File: src/rtl/core_pkg.sv
// Shared core definitions: NOP encoding, refill FSM states, and the
// reset/exception vectors that fetch and the icache both rely on.
package core_pkg;

  localparam logic [31:0] NOP_INSTR = 32'h0000_0013;
  localparam logic [31:0] RESET_PC  = 32'h0000_1000;
  localparam logic [31:0] EXC_PC    = 32'h0000_2000;

  typedef enum logic [1:0] {
    IDLE,
    REQ,
    FILL
  } icache_state_e;

endpackage

File: src/rtl/icache_array.sv
// Tag/valid/data storage for the direct-mapped icache.
// Ports: async read (rd_idx_i/rd_off_i -> valid, tag, word),
// one line-wide write port (we_i, wr_idx_i, wr_tag_i, wr_line_i).
// Only the valid bits are reset (sync, active-low rsn_i).
module icache_array #(
  parameter int LINES = 4,
  parameter int WORDS = 4,
  parameter int IDX_W = 2,
  parameter int OFF_W = 2,
  parameter int TAG_W = 26
) (
  input  logic                   clk_i,
  input  logic                   rsn_i,
  input  logic [IDX_W-1:0]       rd_idx_i,
  input  logic [OFF_W-1:0]       rd_off_i,
  output logic                   rd_valid_o,
  output logic [TAG_W-1:0]       rd_tag_o,
  output logic [31:0]            rd_data_o,
  input  logic                   we_i,
  input  logic [IDX_W-1:0]       wr_idx_i,
  input  logic [TAG_W-1:0]       wr_tag_i,
  input  logic [32*WORDS-1:0]    wr_line_i
);

  logic [LINES-1:0]    valid_q;
  logic [TAG_W-1:0]    tag_q  [LINES];
  logic [32*WORDS-1:0] data_q [LINES];

  always_ff @(posedge clk_i) begin
    if (!rsn_i) begin
      valid_q <= '0;
    end else if (we_i) begin
      valid_q[wr_idx_i] <= 1'b1;
    end
  end

  // Tag and data are left unreset; valid gates their use.
  always_ff @(posedge clk_i) begin
    if (rsn_i && we_i) begin
      tag_q[wr_idx_i]  <= wr_tag_i;
      data_q[wr_idx_i] <= wr_line_i;
    end
  end

  assign rd_valid_o = valid_q[rd_idx_i];
  assign rd_tag_o   = tag_q[rd_idx_i];
  assign rd_data_o  = data_q[rd_idx_i][32*rd_off_i +: 32];

endmodule

File: src/rtl/icache_resp.sv
// Fetch-side direct-mapped read-only icache with zero-latency hits.
// Ports: pc_i in, instr_o/hit_o/stall_o out; line refill over
// mem_req_o/mem_addr_o -> mem_ack_i/mem_data_i. Sync active-low rsn_i.
module icache_resp
  import core_pkg::*;
#(
  parameter int LINES = 4,
  parameter int WORDS = 4
) (
  input  logic                clk_i,
  input  logic                rsn_i,
  input  logic [31:0]         pc_i,
  output logic [31:0]         instr_o,
  output logic                hit_o,
  output logic                stall_o,
  output logic                mem_req_o,
  output logic [31:0]         mem_addr_o,
  input  logic                mem_ack_i,
  input  logic [32*WORDS-1:0] mem_data_i
);

  localparam int OB = $clog2(WORDS);
  localparam int IB = $clog2(LINES);
  localparam int TW = 32 - 2 - OB - IB;

  icache_state_e state_q, state_d;
  logic [31:0]   addr_q, addr_d;
  logic          we;

  logic [OB-1:0] off;
  logic [IB-1:0] idx;
  logic [TW-1:0] tag;
  logic          rd_valid;
  logic [TW-1:0] rd_tag;
  logic [31:0]   rd_data;
  logic          hit;
  logic          unused_pc_lsb;

  assign off = pc_i[2 +: OB];
  assign idx = pc_i[2+OB +: IB];
  assign tag = pc_i[31 -: TW];
  assign unused_pc_lsb = ^pc_i[1:0];

  icache_array #(
    .LINES (LINES),
    .WORDS (WORDS),
    .IDX_W (IB),
    .OFF_W (OB),
    .TAG_W (TW)
  ) u_array (
    .clk_i      (clk_i),
    .rsn_i      (rsn_i),
    .rd_idx_i   (idx),
    .rd_off_i   (off),
    .rd_valid_o (rd_valid),
    .rd_tag_o   (rd_tag),
    .rd_data_o  (rd_data),
    .we_i       (we),
    .wr_idx_i   (addr_q[2+OB +: IB]),
    .wr_tag_i   (addr_q[31 -: TW]),
    .wr_line_i  (mem_data_i)
  );

  // Hits are only honoured in IDLE so a line being filled is never
  // served in the same cycle it is written.
  assign hit = rd_valid && (rd_tag == tag) && (state_q == IDLE);

  assign hit_o      = hit;
  assign stall_o    = !hit;
  assign instr_o    = hit ? rd_data : NOP_INSTR;
  assign mem_req_o  = (state_q == REQ);
  assign mem_addr_o = addr_q;

  always_comb begin
    state_d = state_q;
    addr_d  = addr_q;
    we      = 1'b0;
    unique case (state_q)
      IDLE: begin
        if (!hit) begin
          addr_d  = {pc_i[31:2+OB], {(2+OB){1'b0}}};
          state_d = REQ;
        end
      end
      REQ: begin
        if (mem_ack_i) begin
          we      = 1'b1;
          state_d = FILL;
        end
      end
      FILL: begin
        state_d = IDLE;
      end
      default: begin
        state_d = IDLE;
      end
    endcase
  end

  always_ff @(posedge clk_i) begin
    if (!rsn_i) begin
      state_q <= IDLE;
      addr_q  <= '0;
    end else begin
      state_q <= state_d;
      addr_q  <= addr_d;
    end
  end

endmodule
File: config.mk
export PLATFORM = sky130hd
export DESIGN_NAME = icache_resp
export DESIGN_NICKNAME = d
export VERILOG_FILES = /design/src/rtl/core_pkg.sv /design/src/rtl/icache_array.sv /design/src/rtl/icache_resp.sv
export SDC_FILE = /design/constraint.sdc
export NUM_CORES = 1
export LEC_CHECK = 0
export BUFFER_PORTS_ARGS = -buffer_cell sky130_fd_sc_hd__buf_4
export CAP_MARGIN = 20
export CORE_MARGIN = 5
export CORE_UTILIZATION = 59
export DETAILED_ROUTE_END_ITERATION = 10
export PLACE_DENSITY_LB_ADDON = 0.12
export RECOVER_POWER = 50
export SYNTH_ARGS = -nofsm -noshare
export SYNTH_HDL_FRONTEND = slang
export SYNTH_SLANG_ARGS = --single-unit
File: constraint.sdc
create_clock -name clk_i -period 18.27 [get_ports clk_i]
set_clock_uncertainty 0.1 [all_clocks]
set_input_delay 2.7405 -clock clk_i [delete_from_list [all_inputs] [get_ports clk_i]]
set_output_delay 2.7405 -clock clk_i [all_outputs]
set_load 0.03 [all_outputs]
==> impl_metrics.json, run 1 <==
{
  "postRouteAntennaNets": 0,
  "fin_util_pct": 68.3,
  "max_slew_margin_pct": -134,
  "hold_viol": 0,
  "synthDistinctLibCells": 50,
  "clock-sinks": 650,
  "status": "complete, but fails checks",
  "holdCritPathClass": "reg2reg",
  "wire_per_inst_um": 26.2,
  "synth_top_cells_by_area": "edfxtp_1 72%, mux4_2 15%, dfxtp_1 2.6%",
  "postCtsHoldBufs": 0,
  "netlist_area_sq_um": 25800,
  "path_clk_slew_ns": 0.05,
  "place_ws_ns": 7.88,
  "synthFlopType": "edfxtp_1",
  "ys_warn_count": 0,
  "max_freq_mhz": 97.2,
  "arrival_ns": 7.45,
  "post-dp-hpwl_mm": 30.2,
  "p_per_area_nw_per_um2": 106,
  "gp_congestion": 0.790,
  "avgSynthCellArea_sq_um": 21.1,
  "grt_pass1_vias": 13900,
  "rows": 76,
  "synthCells": 1219,
  "cts_setup_buffers": 0,
  "power_mw": 3.12,
  "grt.total_usage_pct": 23.1,
  "grt_start_max_net_pins": 156,
  "area_growth_syn_to_layout_pct": 14.4,
  "port_buffers": 223,
  "clk_path_buf_depth": 3,
  "gr-total-overflow": 0,
  "design_area_sq_um": 29500,
  "drtIter0Drc": 1056,
  "cts_tree": "done",
  "yosys-top-cells-count": "616 x edfxtp_1, 173 x mux4_2, 56 x clkbuf_1",
  "ys_ff_latch": 650,
  "dp_cells": 1955,
  "grt_pass1_wl_mm": 82.9,
  "drc": 0,
  "cp.required_ns": 15.43,
  "p_leak_nw": 9.27,
  "fp.dieW_um": 219,
  "htreeDepth": 3,
  "critPathKind": "in2out",
  "setup_viol": 0,
  "place_area_sq_um": 28000,
  "finalCriticalPeriod_ns": 10.29,
  "pin_count": 230,
  "slew_viol_final": 140,
  "vias": 13100,
  "cts_root_buf": "clkbuf_16",
  "max-cap-violations": 3,
  "yosysSeqAreaShare_pct": 74.4,
  "synth_top_area_share_pct": 71.8,
  "fin_hold_ws_ns": 0.351,
  "numCtsBuffers": 67,
  "period_share_pct": 56.3,
  "cts_resized": 0,
  "finalSetupTns_ns": 0,
  "r2r_slack_ns": 14.36,
  "end_kind": "output port",
  "stdcell_count": 2081,
  "firstDrtPassIters": 5,
  "routed_wl_mm": 54.6,
  "drive_gt1_share_pct": 24.9,
  "nNetsFinal": 1603,
  "via_per_inst": 6.30,
  "core_area_sq_um": 43200,
  "dieHeight_um": 219,
  "yosysTopAreaCell": "edfxtp_1",
  "crit_fanout": 70,
  "antenna_found_initial": 15,
  "fin_ws_ns": 7.98,
  "worst_pin_slew_ns": 3.52,
  "rsz0062_at_grt": "no",
  "synth_edf_count": 616,
  "ir_worst_vdd_uv": 83.8,
  "synth_most_common_cell": "edfxtp_1",
  "clkLatencyLatePin_ns": 0.58,
  "start_util_pct": 59.7,
  "async_flop_share_pct": 0,
  "fp.dieArea_sq_um": 47900,
  "start_kind": "primary input",
  "fillers": 2908,
  "violations": "capacitance limit, slew limit"
}
==> cells in the final DEF (no fill, tap or decap), types with 6 or more instances in the layout <==
cell type | synthesis | routed
nor4b_2 | 7 | 7
mux2i_1 | 27 | 27
mux4_2 | 173 | 173
nand4_1 | 29 | 29
dfxtp_1 | 34 | 34
or4_1 | 6 | 6
inv_1 | 6 | 6
and3_1 | 30 | 30
nand2_1 | 8 | 8
buf_4 | 4 | 79
clkbuf_1 | 56 | 170
clkbuf_16 | 0 | 68
clkinv_2 | 0 | 11
edfxtp_1 | 616 | 616
o211ai_1 | 28 | 28
xnor2_1 | 11 | 11
nor4b_1 | 22 | 22
xor2_1 | 9 | 9
clkinv_1 | 0 | 14
o41ai_1 | 28 | 28
nand3_1 | 31 | 30
==> worst max-delay path: stages <==
cell and delay (ns):
buf_8 0.55, buf_4 0.81, mux4_2 0.61, xnor2_1 0.32, nand2_1 0.08, or3b_1 0.37
or4b_2 0.66, buf_4 0.36, or4_1 0.60, buf_4 0.19
==> layer usage <==
metal	wire [um]	global-route usage (%)
met5	135	0
met4	1410	8.02
met3	3560	5.56
met2	27300	37.7
met1	22200	31.1
==> worst paths after layout <==
path | from | endpoint | cells after the start
setup reg to reg | state_q[1] | u_array.data_q[3][39] | 5
setup / recovery | pc_i[4] | instr_o[1] | 10
hold reg to reg | u_array.valid_q[0] | u_array.valid_q[0] | 1
hold / removal | u_array.valid_q[0] | u_array.valid_q[0] | 1
==> report_power, final <==
group | internal (mW) | total, mW | switching [mW]
logic | 0.0735 | 0.176 | 0.103
registers | 1.66 | 1.67 | 0.0127
clock network | 0.733 | 1.27 | 0.541
==> registers in the layout, indices dropped and copies added (netlist names) <==
| register | count |
|---|---|
| u_array.data_q | 512 |
| u_array.tag_q | 104 |
| state_q | 2 |
| u_array.valid_q | 4 |
| mem_addr_o | 28 |
==> area by class of cell <==
class / count / area [sq um] / share of cell area, %
timing repair buffer: 243 / 1300 / 4.40
tap: 585 / 732 / 2.48
multi-input combinational: 472 / 6170 / 20.9
clock buffer: 81 / 1760 / 5.97
clock inverter: 39 / 300 / 1.02
antenna: 5 / 12.5 / 0.0425
sequential: 650 / 19200 / 65.1
inverter: 6 / 22.5 / 0.0764
==> cell families (layout without fill, tap and decap cells) <==
family	Yosys count	in the layout	share of synthesized area, %
compound gates	92	92	2.79
xor+xnor	20	20	0.680
buf+inv	100	369	1.74
flops	650	650	74.4
mux	204	204	16.4
other cells	1	9	0.0146
simple gates	152	152	3.92
No activity file was read; power rests on OpenSTA's default activity.
==> run 2, diff against run 1 <==
Clock period 18.27 ns to 9.8 ns, I/O delays scaled along.
==> impl_metrics.json, run 2 (synthesized netlist as in run 1, its figures left out) <==
{
  "place_ws_ns": 2.52,
  "numCtsBuffers": 66,
  "start_kind": "primary input",
  "status": "complete, but fails checks",
  "p_leak_nw": 9.29,
  "finalSetupTns_ns": 0,
  "cts_setup_buffers": 0,
  "rows": 76,
  "grt_start_max_net_pins": 140,
  "fin_ws_ns": 2.37,
  "post-dp-hpwl_mm": 30.7,
  "wl_met3_mm": 3.61,
  "met1_length_mm": 22.3,
  "wire_per_inst_um": 26.3,
  "ir_worst_vdd_uv": 264,
  "top_layer_used": "met5",
  "vias": 13100,
  "cts_root_buf": "clkbuf_16",
  "start_util_pct": 59.7,
  "dieHeight_um": 219,
  "area_growth_syn_to_layout_pct": 14.5,
  "routed_wl_mm": 54.5,
  "fp.dieArea_sq_um": 47900,
  "cts_resized": 0,
  "max_freq_mhz": 135,
  "cts_tree": "done",
  "gr-total-overflow": 0,
  "end_kind": "flop",
  "htreeDepth": 3,
  "grt_pass1_wl_mm": 82.6,
  "nNetsFinal": 1604,
  "postCtsHoldBufs": 0,
  "regMostFlops": "u_array.data_q",
  "holdCritPathClass": "reg2reg",
  "pin_count": 230,
  "postRouteAntennaNets": 0,
  "path_delay_family": "buffers and inverters",
  "core_area_sq_um": 43200,
  "largest_reg_flops": 512,
  "critPathKind": "in2reg",
  "fillers": 2890,
  "crit_chain": "clkbuf_1 -> nor2b_1 -> nand3_1 -> inv_1 -> and3_1 -> buf_4",
  "firstDrtPassIters": 5,
  "grt_pass1_vias": 13700,
  "gp_congestion": 0.784,
  "cp.required_ns": 9.89,
  "crit_fanout": 89,
  "drc": 0,
  "period_share_pct": 75.8,
  "rsz0062_at_grt": "no",
  "arrival_ns": 7.52,
  "antenna_found_initial": 14,
  "finalCriticalPeriod_ns": 7.43,
  "p_per_area_nw_per_um2": 199,
  "fp.dieW_um": 219,
  "clock-sinks": 650,
  "port_buffers": 223,
  "clkLatencyLatePin_ns": 0.58,
  "via_per_inst": 6.30,
  "dp_cells": 1957,
  "wl_met2_mm": 27.4,
  "max_slew_margin_pct": -133,
  "clk_path_buf_depth": 3,
  "critPathSlowestCell": "clkbuf_1",
  "power_mw": 5.87,
  "stdcell_count": 2075,
  "worst_pin_slew_ns": 3.50,
  "drive_gt1_share_pct": 24.6,
  "slew_viol_final": 159,
  "violations": "capacitance limit, slew limit",
  "path_clk_slew_ns": 0.06,
  "drtIter0Drc": 1153,
  "setup_viol": 0,
  "hold_viol": 0,
  "final_cell_mix": "616 x edfxtp_1, 177 x clkbuf_1, 173 x mux4_2",
  "grt.total_usage_pct": 23.0,
  "crit_buf_inv": 3,
  "max-cap-violations": 3,
  "critPathMaxStageDelay_ns": 2.43,
  "final_common_cell": "edfxtp_1"
}
## run 2: layout make-up
type	instances	area (sq um)	share of cell area, %
Timing Repair Buffer	245	1290	4.37
Multi-Input combinational cell	472	6180	21.0
Antenna cell	5	12.5	0.0424
Sequential cell	650	19200	65.0
Clock buffer	90	1860	6.30
Inverter	6	22.5	0.0763
Clock inverter	22	229	0.776
Tap cell	585	732	2.48
## run 2: metrics by stage
| stage | instance area [sq um] | hold WS (ns) | utilization (%) |
|---|---|---|---|
| 6_report | 29500 | 0.351 | 68.3 |
| 5_1_grt | 29500 | 0.363 | 68.3 |
| 4_1_cts | 30100 | 0.352 | 69.7 |
| 3_5_place_dp | 28000 | 0.339 | 64.8 |
| 3_3_place_gp | 28000 | 0.332 | 64.8 |
| 2_1_floorplan | 25800 | 0.326 | - |
## run 2: worst paths after layout
kind / to / slack (ns) / cells after the start / from
setup / recovery: u_array.data_q[3][2] / 2.37 / 6 / rsn_i
hold / removal: u_array.valid_q[1] / 0.35 / 1 / u_array.valid_q[1]
setup reg to reg: u_array.data_q[3][2] / 5.54 / 5 / state_q[1]
hold reg to reg: u_array.valid_q[1] / 0.35 / 1 / u_array.valid_q[1]
## run 2: per-layer routing
metal | global-route usage, % | vias up
met3 | 5.16 | 98
li1 | - | 5665
met1 | 31.8 | 6864
met2 | 37.5 | 438
met4 | 6.85 | 16
met5 | 0 | -
## run 2: worst reg2reg max path: stages, from the launching register on
cell	delay [ns]
dfxtp_1	0.34
nor2b_1	0.16
nand3_1	0.18
inv_1	0.14
and3_1	1.91
buf_4	0.99
## run 2: report_power, final
group,leakage [nW],switching [mW],internal (mW)
registers,5.82,0.0236,3.09
clock network,1.02,0.977,1.45
logic,2.44,0.195,0.137
==> run 3, diff against run 2 <==
Clock period 9.8 ns to 7.7 ns, I/O delays scaled along.
==> impl_metrics.json, run 3 (synthesized netlist as in run 1, its figures left out) <==
{
  "wire_per_inst_um": 26.5,
  "htreeDepth": 3,
  "worst_pin_slew_ns": 3.37,
  "start_util_pct": 59.7,
  "hold_start": "u_array.valid_q[1]",
  "place_area_sq_um": 28000,
  "cp.required_ns": 7.79,
  "drive_gt1_share_pct": 24.8,
  "drtIter0Drc": 1212,
  "routed_wl_mm": 55.1,
  "largest_reg_flops": 512,
  "via_per_inst": 6.34,
  "fin_ws_ns": 0.922,
  "port_buffers": 223,
  "postCtsHoldBufs": 0,
  "max-cap-violations": 2,
  "grt_pass1_wl_mm": 83.7,
  "fp.dieArea_sq_um": 47900,
  "final_cell_mix": "616 x edfxtp_1, 177 x clkbuf_1, 173 x mux4_2",
  "area_growth_syn_to_layout_pct": 14.7,
  "max_slew_margin_pct": -125,
  "postRouteAntennaNets": 0,
  "rows": 76,
  "clk_path_buf_depth": 3,
  "antenna_found_initial": 11,
  "slew_viol_final": 121,
  "crit_start": "rsn_i",
  "r2r_start": "state_q[1]",
  "post-dp-hpwl_mm": 31.2,
  "gp_congestion": 0.814,
  "crit_chain": "clkbuf_1 -> nor2b_1 -> nand3_1 -> nor3_1 -> clkbuf_1 -> buf_4",
  "finalCriticalPeriod_ns": 6.78,
  "crit_buf_inv": 3,
  "critPathKind": "in2reg",
  "p_leak_nw": 9.28,
  "clkLatencyLatePin_ns": 0.58,
  "regMostFlops": "u_array.data_q",
  "hold_viol": 0,
  "nNetsFinal": 1606,
  "rsz0062_at_grt": "no",
  "cts_tree": "done",
  "path_delay_family": "buffers and inverters",
  "grt_pass1_vias": 13700,
  "p_per_area_nw_per_um2": 253,
  "firstDrtPassIters": 5,
  "fp.dieW_um": 219,
  "gr-total-overflow": 0,
  "cts_root_buf": "clkbuf_16",
  "crit_fanout": 89,
  "ir_worst_vdd_uv": 204,
  "end_kind": "flop",
  "power_mw": 7.47,
  "holdCritPathClass": "reg2reg",
  "arrival_ns": 6.87,
  "place_ws_ns": 0.907,
  "grt_start_max_net_pins": 137,
  "critPathMaxStageDelay_ns": 2.34,
  "fin_hold_ws_ns": 0.350,
  "cts_resized": 0,
  "cts_setup_buffers": 0,
  "core_area_sq_um": 43200,
  "max_freq_mhz": 148,
  "fillers": 2890,
  "finalSetupTns_ns": 0,
  "path_clk_slew_ns": 0.06,
  "period_share_pct": 88.0,
  "cp_common_cell": "clkbuf_1",
  "clock-sinks": 650,
  "fin_util_pct": 68.4,
  "critPathSlowestCell": "clkbuf_1",
  "dieHeight_um": 219,
  "status": "complete, but fails checks",
  "stdcell_count": 2081,
  "drc": 0,
  "violations": "capacitance limit, slew limit",
  "numCtsBuffers": 67,
  "design_area_sq_um": 29500,
  "pin_count": 230,
  "vias": 13200,
  "start_kind": "primary input",
  "grt.total_usage_pct": 23.3,
  "setup_viol": 0,
  "final_common_cell": "edfxtp_1",
  "dp_cells": 1957
}
## run 3: cell type report
type	count	area (sq um)	share of cell area, %
sequential	650	19200	64.9
antenna	6	15.0	0.0508
timing repair buffer	246	1320	4.45
clock inverter	22	181	0.614
clock buffer	94	1910	6.47
multi-input combinational	472	6190	20.9
tap	585	732	2.48
inverter	6	22.5	0.0762
## run 3: worst register-to-register path, cell delays in order (launching register included)
cell,delay [ns]
dfxtp_1,0.34
nor2b_1,0.15
nand3_1,0.18
nor3_1,0.27
clkbuf_1,1.61
buf_4,0.92
## run 3: final timing paths
check	to	slack [ns]	cells after the start
setup / recovery	u_array.tag_q[0][13]	0.92	6
hold / removal	u_array.valid_q[1]	0.35	1
setup reg to reg	u_array.tag_q[0][13]	3.69	5
hold reg to reg	u_array.valid_q[1]	0.35	1
## run 3: layer usage
metal  GRT usage (%)  part of all wire, %
met2            37.2                   50
met1            33.0                   41
met4            7.28                  2.3
met3            5.01                  7.1
met5               0                 0.11
## run 3: power by group
| group | switching (mW) | total (mW) | internal [mW] |
|---|---|---|---|
| registers | 0.0308 | 3.96 | 3.93 |
| logic | 0.251 | 0.428 | 0.177 |
| clock network | 1.25 | 3.08 | 1.83 |
